$ cat src/rtl/voice_allocator_if.sv
// Note-event handshake between the MIDI front end (master) and the voice allocator (slave).
interface voice_allocator_if #(
    parameter int NOTE_BITS = 7,
    parameter int FREQ_BITS = 16
);
    logic                 note_valid;
    logic                 note_ready;
    logic                 note_on;
    logic [NOTE_BITS-1:0] note_num;
    logic [FREQ_BITS-1:0] note_freq;

    modport master (output note_valid, note_on, note_num, note_freq, input note_ready);
    modport slave  (input note_valid, note_on, note_num, note_freq, output note_ready);
endinterface

$ cat src/rtl/voice_allocator.sv
// Polyphonic note-to-voice allocator: tiered priority search, oldest-voice stealing with retrigger gap.
// Define SUSTAIN_PEDAL_EN to add the sustain input and per-voice held flags.
module voice_allocator #(
    parameter int NUM_VOICES       = 4,
    parameter int FREQ_BITS        = 16,
    parameter int NOTE_BITS        = 7,
    parameter int RETRIGGER_CYCLES = 1024
) (
    input  logic                            main_clk,
    input  logic                            rst_n,
    voice_allocator_if.slave                ev,
`ifdef SUSTAIN_PEDAL_EN
    input  logic                            sustain,
`endif
    input  logic [NUM_VOICES-1:0]           voice_idle,
    output logic [NUM_VOICES-1:0]           gate,
    output logic [NUM_VOICES*FREQ_BITS-1:0] tone_freq,
    output logic                            steal
);
    localparam int VW = $clog2(NUM_VOICES);
    localparam int CW = $clog2(RETRIGGER_CYCLES + 1);

    typedef enum logic [1:0] {S_IDLE, S_SCAN, S_APPLY, S_HOLD} state_t;
    typedef logic [1:0] tier_t;
    localparam tier_t T_HELD  = 2'd0;
    localparam tier_t T_FREE  = 2'd1;
    localparam tier_t T_REL   = 2'd2;
    localparam tier_t T_STEAL = 2'd3;

    state_t                          state_q, state_d;
    logic                            ready_q, ready_d;
    logic [NUM_VOICES-1:0]           gate_q, gate_d;
    logic [NUM_VOICES*FREQ_BITS-1:0] freq_q, freq_d;
    logic                            steal_q, steal_d;
    logic [VW-1:0]                   rank_q [NUM_VOICES];
    logic [VW-1:0]                   rank_d [NUM_VOICES];
    logic [NOTE_BITS-1:0]            note_q [NUM_VOICES];
    logic [NOTE_BITS-1:0]            note_d [NUM_VOICES];
    logic                            ev_on_q, ev_on_d;
    logic [NOTE_BITS-1:0]            ev_num_q, ev_num_d;
    logic [FREQ_BITS-1:0]            ev_freq_q, ev_freq_d;
    logic [VW-1:0]                   scan_k_q, scan_k_d;
    logic                            best_valid_q, best_valid_d;
    logic [VW-1:0]                   best_idx_q, best_idx_d;
    tier_t                           best_tier_q, best_tier_d;
    logic [CW-1:0]                   hold_cnt_q, hold_cnt_d;
`ifdef SUSTAIN_PEDAL_EN
    logic [NUM_VOICES-1:0]           held_q, held_d;
    logic                            sustain_q, sustain_d;
    logic                            sus_seen_q, sus_seen_d;
`endif

    logic                            cand_ok_s;
    tier_t                           cand_tier_s;
    logic                            better_s;
    logic                            do_retune_s;
    logic [VW-1:0]                   promo_rank_s [NUM_VOICES];

    assign ev.note_ready = ready_q;
    assign gate          = gate_q;
    assign tone_freq     = freq_q;
    assign steal         = steal_q;

    // Classify the voice under scan and decide whether it beats the best candidate so far.
    always_comb begin
        cand_ok_s   = 1'b0;
        cand_tier_s = T_STEAL;
        if (ev_on_q) begin
            cand_ok_s = 1'b1;
            if (gate_q[scan_k_q] && (note_q[scan_k_q] == ev_num_q)) begin
                cand_tier_s = T_HELD;
            end else if (gate_q[scan_k_q]) begin
                cand_tier_s = T_STEAL;
            end else if (voice_idle[scan_k_q]) begin
                cand_tier_s = T_FREE;
            end else begin
                cand_tier_s = T_REL;
            end
        end else begin
            cand_ok_s   = gate_q[scan_k_q] && (note_q[scan_k_q] == ev_num_q);
            cand_tier_s = T_HELD;
        end
        better_s = cand_ok_s && (!best_valid_q || (cand_tier_s < best_tier_q) ||
                   ((cand_tier_s == best_tier_q) && (rank_q[scan_k_q] > rank_q[best_idx_q])));
    end

    // Ages after making the chosen voice the youngest; keeps the ranks a permutation.
    always_comb begin
        for (int i = 0; i < NUM_VOICES; i++) begin
            if (VW'(i) == best_idx_q) begin
                promo_rank_s[i] = {VW{1'b0}};
            end else if (rank_q[i] < rank_q[best_idx_q]) begin
                promo_rank_s[i] = rank_q[i] + 1'b1;
            end else begin
                promo_rank_s[i] = rank_q[i];
            end
        end
    end

    // Next-state and output logic for the IDLE/SCAN/APPLY/HOLD sequencer.
    always_comb begin
        state_d      = state_q;
        gate_d       = gate_q;
        freq_d       = freq_q;
        steal_d      = 1'b0;
        rank_d       = rank_q;
        note_d       = note_q;
        ev_on_d      = ev_on_q;
        ev_num_d     = ev_num_q;
        ev_freq_d    = ev_freq_q;
        scan_k_d     = scan_k_q;
        best_valid_d = best_valid_q;
        best_idx_d   = best_idx_q;
        best_tier_d  = best_tier_q;
        hold_cnt_d   = hold_cnt_q;
        do_retune_s  = 1'b0;
`ifdef SUSTAIN_PEDAL_EN
        held_d       = held_q;
        sustain_d    = sustain;
        sus_seen_d   = (state_q == S_IDLE) ? sustain_q : sus_seen_q;
`endif
        case (state_q)
            S_IDLE: begin
`ifdef SUSTAIN_PEDAL_EN
                // Pedal release: every voice kept alive by the pedal drops its gate together.
                if (sus_seen_q && !sustain_q) begin
                    gate_d = gate_q & ~held_q;
                    held_d = {NUM_VOICES{1'b0}};
                end else begin
                    held_d = held_q;
                end
`endif
                if (ready_q && ev.note_valid) begin
                    ev_on_d      = ev.note_on;
                    ev_num_d     = ev.note_num;
                    ev_freq_d    = ev.note_freq;
                    scan_k_d     = {VW{1'b0}};
                    best_valid_d = 1'b0;
                    state_d      = S_SCAN;
                end else begin
                    state_d = S_IDLE;
                end
            end
            S_SCAN: begin
                if (better_s) begin
                    best_valid_d = 1'b1;
                    best_idx_d   = scan_k_q;
                    best_tier_d  = cand_tier_s;
                end else begin
                    best_valid_d = best_valid_q;
                end
                if (scan_k_q == VW'(NUM_VOICES - 1)) begin
                    state_d = S_APPLY;
                end else begin
                    scan_k_d = scan_k_q + 1'b1;
                end
            end
            S_APPLY: begin
                state_d = S_IDLE;
                if (!best_valid_q) begin
                    state_d = S_IDLE;
                end else if (!ev_on_q) begin
`ifdef SUSTAIN_PEDAL_EN
                    if (sustain_q) begin
                        held_d[best_idx_q] = 1'b1;
                    end else begin
                        gate_d[best_idx_q] = 1'b0;
                    end
`else
                    gate_d[best_idx_q] = 1'b0;
`endif
                end else begin
                    case (best_tier_q)
                        T_HELD: begin
                            do_retune_s = 1'b1;
                            rank_d      = promo_rank_s;
`ifdef SUSTAIN_PEDAL_EN
                            held_d[best_idx_q] = 1'b0;
`endif
                        end
                        T_FREE, T_REL: begin
                            do_retune_s        = 1'b1;
                            gate_d[best_idx_q] = 1'b1;
                            note_d[best_idx_q] = ev_num_q;
                            rank_d             = promo_rank_s;
                        end
                        T_STEAL: begin
                            // Drop the gate long enough for the voice to see a fresh attack.
                            gate_d[best_idx_q] = 1'b0;
                            note_d[best_idx_q] = ev_num_q;
                            steal_d            = 1'b1;
                            hold_cnt_d         = {CW{1'b0}};
                            state_d            = S_HOLD;
`ifdef SUSTAIN_PEDAL_EN
                            held_d[best_idx_q] = 1'b0;
`endif
                        end
                        default: state_d = S_IDLE;
                    endcase
                end
            end
            S_HOLD: begin
                if (hold_cnt_q == CW'(RETRIGGER_CYCLES - 1)) begin
                    do_retune_s        = 1'b1;
                    gate_d[best_idx_q] = 1'b1;
                    rank_d             = promo_rank_s;
                    state_d            = S_IDLE;
                end else begin
                    hold_cnt_d = hold_cnt_q + 1'b1;
                end
            end
            default: state_d = S_IDLE;
        endcase

        for (int i = 0; i < NUM_VOICES; i++) begin
            if (do_retune_s && (VW'(i) == best_idx_q)) begin
                freq_d[i*FREQ_BITS +: FREQ_BITS] = ev_freq_q;
            end else begin
                freq_d[i*FREQ_BITS +: FREQ_BITS] = freq_d[i*FREQ_BITS +: FREQ_BITS];
            end
        end

        ready_d = (state_d == S_IDLE);
`ifdef SUSTAIN_PEDAL_EN
        // Hold off the handshake for the cycle in which the pedal release is processed.
        if (sus_seen_d && !sustain) begin
            ready_d = 1'b0;
        end else begin
            ready_d = (state_d == S_IDLE);
        end
`endif
    end

    // State and output registers with asynchronous reset.
    always_ff @(posedge main_clk or negedge rst_n) begin
        if (!rst_n) begin
            state_q      <= S_IDLE;
            ready_q      <= 1'b0;
            gate_q       <= {NUM_VOICES{1'b0}};
            freq_q       <= {(NUM_VOICES*FREQ_BITS){1'b0}};
            steal_q      <= 1'b0;
            ev_on_q      <= 1'b0;
            ev_num_q     <= {NOTE_BITS{1'b0}};
            ev_freq_q    <= {FREQ_BITS{1'b0}};
            scan_k_q     <= {VW{1'b0}};
            best_valid_q <= 1'b0;
            best_idx_q   <= {VW{1'b0}};
            best_tier_q  <= T_HELD;
            hold_cnt_q   <= {CW{1'b0}};
            for (int i = 0; i < NUM_VOICES; i++) begin
                rank_q[i] <= VW'(i);
                note_q[i] <= {NOTE_BITS{1'b0}};
            end
`ifdef SUSTAIN_PEDAL_EN
            held_q       <= {NUM_VOICES{1'b0}};
            sustain_q    <= 1'b0;
            sus_seen_q   <= 1'b0;
`endif
        end else begin
            state_q      <= state_d;
            ready_q      <= ready_d;
            gate_q       <= gate_d;
            freq_q       <= freq_d;
            steal_q      <= steal_d;
            ev_on_q      <= ev_on_d;
            ev_num_q     <= ev_num_d;
            ev_freq_q    <= ev_freq_d;
            scan_k_q     <= scan_k_d;
            best_valid_q <= best_valid_d;
            best_idx_q   <= best_idx_d;
            best_tier_q  <= best_tier_d;
            hold_cnt_q   <= hold_cnt_d;
            rank_q       <= rank_d;
            note_q       <= note_d;
`ifdef SUSTAIN_PEDAL_EN
            held_q       <= held_d;
            sustain_q    <= sustain_d;
            sus_seen_q   <= sus_seen_d;
`endif
        end
    end
endmodule

$ cat src/flat_wrapper.sv
// flat-port wrapper written by rule: the top's interface ports become plain ports
module voice_allocator_flat 
#(
    parameter int NUM_VOICES       = 4,
    parameter int FREQ_BITS        = 16,
    parameter int NOTE_BITS        = 7,
    parameter int RETRIGGER_CYCLES = 1024
)
  (main_clk, rst_n, voice_idle, gate, tone_freq, steal, ev_note_valid, ev_note_on, ev_note_num, ev_note_freq, ev_note_ready);
  voice_allocator_if #(.NOTE_BITS(NOTE_BITS), .FREQ_BITS(FREQ_BITS)) ev_i ();
  input  logic main_clk;
  input  logic rst_n;
  input  logic [NUM_VOICES-1:0] voice_idle;
  output logic [NUM_VOICES-1:0] gate;
  output logic [NUM_VOICES*FREQ_BITS-1:0] tone_freq;
  output logic steal;
  input wire logic [$bits(ev_i.note_valid)-1:0] ev_note_valid;
  input wire logic [$bits(ev_i.note_on)-1:0] ev_note_on;
  input wire logic [$bits(ev_i.note_num)-1:0] ev_note_num;
  input wire logic [$bits(ev_i.note_freq)-1:0] ev_note_freq;
  output wire logic [$bits(ev_i.note_ready)-1:0] ev_note_ready;
  assign ev_i.note_valid = ev_note_valid;
  assign ev_i.note_on = ev_note_on;
  assign ev_i.note_num = ev_note_num;
  assign ev_i.note_freq = ev_note_freq;
  assign ev_note_ready = ev_i.note_ready;
  voice_allocator #(.NUM_VOICES(NUM_VOICES), .FREQ_BITS(FREQ_BITS), .NOTE_BITS(NOTE_BITS), .RETRIGGER_CYCLES(RETRIGGER_CYCLES)) u_core (.main_clk(main_clk), .rst_n(rst_n), .ev(ev_i), .voice_idle(voice_idle), .gate(gate), .tone_freq(tone_freq), .steal(steal));
endmodule
$ cat config.mk
export PLATFORM = sky130hd
export DESIGN_NAME = voice_allocator_flat
export DESIGN_NICKNAME = d
export VERILOG_FILES = /design/src/rtl/voice_allocator_if.sv /design/src/rtl/voice_allocator.sv /design/src/flat_wrapper.sv
export SDC_FILE = /design/constraint.sdc
export NUM_CORES = 1
export LEC_CHECK = 0
export CAP_MARGIN = 20
export CELL_PAD_IN_SITES_DETAIL_PLACEMENT = 0
export CELL_PAD_IN_SITES_GLOBAL_PLACEMENT = 1
export CORE_MARGIN = 2
export CORE_UTILIZATION = 46
export CTS_BUF_LIST = sky130_fd_sc_hd__clkbuf_8
export CTS_CLUSTER_DIAMETER = 80
export DETAILED_ROUTE_END_ITERATION = 16
export PLACE_DENSITY_LB_ADDON = 0.1
export SYNTH_ARGS = -nofsm -noshare
export SYNTH_HDL_FRONTEND = slang
export SYNTH_SLANG_ARGS = --single-unit
$ cat constraint.sdc
create_clock -name main_clk -period 4.3 [get_ports main_clk]
set_clock_uncertainty 0.2 [all_clocks]
set_input_delay 0.86 -clock main_clk [delete_from_list [all_inputs] [get_ports main_clk]]
set_output_delay 0.86 -clock main_clk [all_outputs]
set_load 0.01 [all_outputs]
==> flow_metrics.py <==
metrics = {
    "floorplan": {
        "die_h_um": 125,
        "start_util": 0.465,
        "row_count": 44,
        "pin_count": 101,
        "core_um2": 14400,
        "die_w_um": 125,
        "die_area_um2": 15500,
    },
    "worst_setup_path": {
        "cp-start-kind": "flop",
        "critPathSlowestCell": "mux4_1",
        "endpoint_kind": "flop",
        "crit_fanout": 9,
        "path_class": "reg -> reg",
        "reg2reg_from": "u_core.scan_k_q[0]",
        "cp_data_required_time_ps": 4420,
        "cp_cell_sequence": "mux4_1, xnor2_1, nand4_1, nor4b_2, nor3b_1, ha_1, a21o_1, a31oi_1, o21ai_2, mux2_1",
        "crit_arrival_ps": 3770,
        "critPathLaunch": "u_core.scan_k_q[0]",
        "critical_path_buf_inv_count": 0,
        "crit_family": "multiplexers",
        "critPathMaxStageDelay_ps": 630,
    },
    "pwr": {
        "leakagePower_uw": 0.00376,
        "peakVddDrop_uv": 371,
        "pwr_density_cell_nw_per_um2": 605,
    },
    "synthesis": {
        "synth_edf_count": 0,
        "syn-num-nets": 520,
        "ys_ff_latch": 150,
        "synthTopCellsByArea": "dfrtp_1, mux2_2, mux4_1",
        "yosysTopAreaCell": "dfrtp_1",
        "netlist_area_um2": 6680,
        "ys_seq_area_frac": 0.562,
        "netlist-cell-type-count": 56,
        "syn_avg_cell_area_um2": 14.0,
        "synthFlopType": "dfrtp_1",
        "synthCells": 476,
        "synth-async-reset-ratio": 1.00,
        "ys_warn_count": 0,
        "yosys.area.top_type_share": 0.547,
    },
    "min_path": {
        "hold_path.class": "in -> async",
    },
    "detailed_routing": {
        "drt-total-wl_um": 14100,
        "viasPerCell": 5.36,
        "first_pass_iters": 4,
        "drt_iter0_drc": 221,
        "drc_errors": 0,
        "num_vias": 4189,
        "ant_nets": 0,
        "wire_per_inst_um": 18.0,
    },
    "job": {
        "maxCapViolCount": 0,
    },
    "layout": {
        "diodes": 0,
        "drive_above_1_share": 0.289,
        "area_growth_pct": 23.0,
        "final_area_um2": 8220,
        "fin_nets": 630,
        "nFillCells": 1218,
    },
    "global_route": {
        "use_met3": 0.0799,
        "grt_max_degree": 92,
        "grt-ovfl-total": 0,
        "grt_first_pass_wirelength_um": 24100,
        "antenna_found_initial": 0,
        "top_usage_layer": "met2",
        "grt_use_met1": 0.256,
        "grt_use_total": 0.196,
        "use_met2": 0.309,
        "grt_pass1_vias": 4583,
    },
    "place": {
        "dp_hpwl_um": 9450,
        "io_buffer_count": 100,
        "gp_congestion": 0.767,
        "post-place-ws_ps": 476,
        "dpl_cell_area_um2": 7880,
    },
    "timing": {
        "post-route-min-period_ps": 3660,
        "fmax_mhz": 274,
        "rsz0062_at_grt": "false",
        "hold_viol": 0,
        "slew_headroom": 0.430,
        "fin_crit_sh": 0.850,
        "setup_tns_ps": 0,
        "max_slew.worst_pin.slew_ps": 853,
        "maxSlewViolCount": 0,
        "layout_setup_ws_ps": 645,
        "setup_violations": 0,
    },
    "cts": {
        "clockBufferDepth": 2,
        "cts_tree": "yes",
        "clk_pin_slew_ps": 80,
        "cts_num_sinks": 150,
        "cts_max_level": 4,
        "clock_latency_ps": 440,
        "cts_resized": 0,
        "cts_setup_buffers": 0,
        "clock-root-buffer": "clkbuf_8",
        "holdBufCountCts": 0,
        "numCtsBuffers": 17,
    },
    "outcome": {
        "outcome": "completed",
    },
}
report_power, final:
group | total [uW] | switching [uW] | internal [uW]
logic | 1710 | 677 | 1030
registers | 2320 | 445 | 1880
clock network | 947 | 491 | 456
total | 4980 | 1610 | 3360
path summary, 6_finish.rpt:
path	depth (start not counted)	slack [ps]	to
setup / recovery	10	640	u_core.best_idx_q[0]
hold / removal	1	300	u_core.ev_num_q[3]
setup reg to reg	10	640	u_core.best_idx_q[0]
hold reg to reg	1	310	u_core.note_q[10]
max in group asynchronous	2	2620	u_core.rank_q[4]
min in group main_clk	1	310	u_core.note_q[10]
registers in the layout (all words and copies together) (netlist names), named ones only:
register	count
u_core.best_idx_q	2
u_core.best_tier_q	2
u_core.best_valid_q	1
u_core.ev.note_ready	1
u_core.ev_freq_q	16
u_core.ev_num_q	7
u_core.ev_on_q	1
u_core.hold_cnt_q	11
u_core.note_q	28
u_core.rank_q	8
u_core.scan_k_q	2
u_core.state_q	2
u_core.steal	1
u_core.tone_freq	64
per-layer routing:
metal | part of all wire | wire length (um)
met5 | 0 | 0
met1 | 0.44 | 6230
met2 | 0.48 | 6700
met3 | 0.074 | 1040
met4 | 0.0062 | 87
cells in the final DEF (no fill, tap or decap), types with 5 or more instances in the layout:
master	instances
a21oi_1	9
buf_4	7
clkbuf_8	18
clkdlybuf4s50_1	99
dfrtp_1	146
ha_1	13
inv_1	17
mux2_2	121
mux2i_1	5
mux4_1	7
nand2_1	17
nand2b_1	7
nand3_1	10
nand4_1	5
nor2_1	20
o21ai_0	8
xnor2_1	7
xor2_1	7
worst reg2reg max path, delay by kind of cell, from the launching register on:
kind | cells | cell delay (ps)
AND/OR/NAND/NOR | 3 | 620
flip-flops | 1 | 600
AO/OA/AOI/OAI | 3 | 630
XOR/XNOR | 1 | 200
adder cells (fa/ha/maj) | 1 | 320
multiplexers | 2 | 960
synthesized netlist by cell type, types with 2 or more instances:
cell,count
a211oi_1,3
or3_1,2
nor2_2,2
nand2_1,17
buf_2,5
nand3_1,10
nand3b_1,2
mux2_2,121
a22o_1,2
mux4_2,3
xor2_1,7
o21a_1,3
mux4_1,7
ha_1,13
a21o_1,2
o21ai_0,8
xnor2_1,7
a32o_1,2
nor3_1,2
or3b_2,2
and4b_1,2
o22a_1,2
xnor2_2,3
o22ai_1,2
a21oi_1,9
dfrtp_1,146
nand4_1,5
and3_1,2
nor2b_1,4
nor3b_1,4
inv_1,12
mux2i_1,5
mux2_1,2
nand2b_1,7
and2_1,2
dfstp_2,4
clkbuf_1,7
nor2_1,20
area by class of cell:
class                   count  area, um^2  share of cell area
clock inverters            13        95.1              0.0116
flip-flops and latches    150        3760               0.457
inverters                  12        45.0             0.00548
repair buffers            107        1050               0.128
clock buffers              18         248              0.0301
well taps                 184         230              0.0280
multi-input cells         298        2790               0.339
per-stage QoR:
stage,hold WS [ps],util,total power [uW],std cells
2_1_floorplan,272,-,3270,476
3_3_place_gp,283,0.548,4010,751
3_5_place_dp,288,0.548,4070,751
4_1_cts,305,0.572,5050,782
5_1_grt,321,0.572,5340,782
6_report,295,0.572,4980,782
cells by family after synthesis:
family / Yosys count / share of synthesized area
adder cells (fa/ha/maj): 13 / 0.0243
multiplexers: 138 / 0.252
flip-flops: 150 / 0.562
AND/OR/NAND/NOR: 90 / 0.0747
XOR/XNOR: 17 / 0.0256
buffers and inverters: 28 / 0.0200
AO/OA/AOI/OAI: 40 / 0.0406
Power figures use the tool's default switching activity.
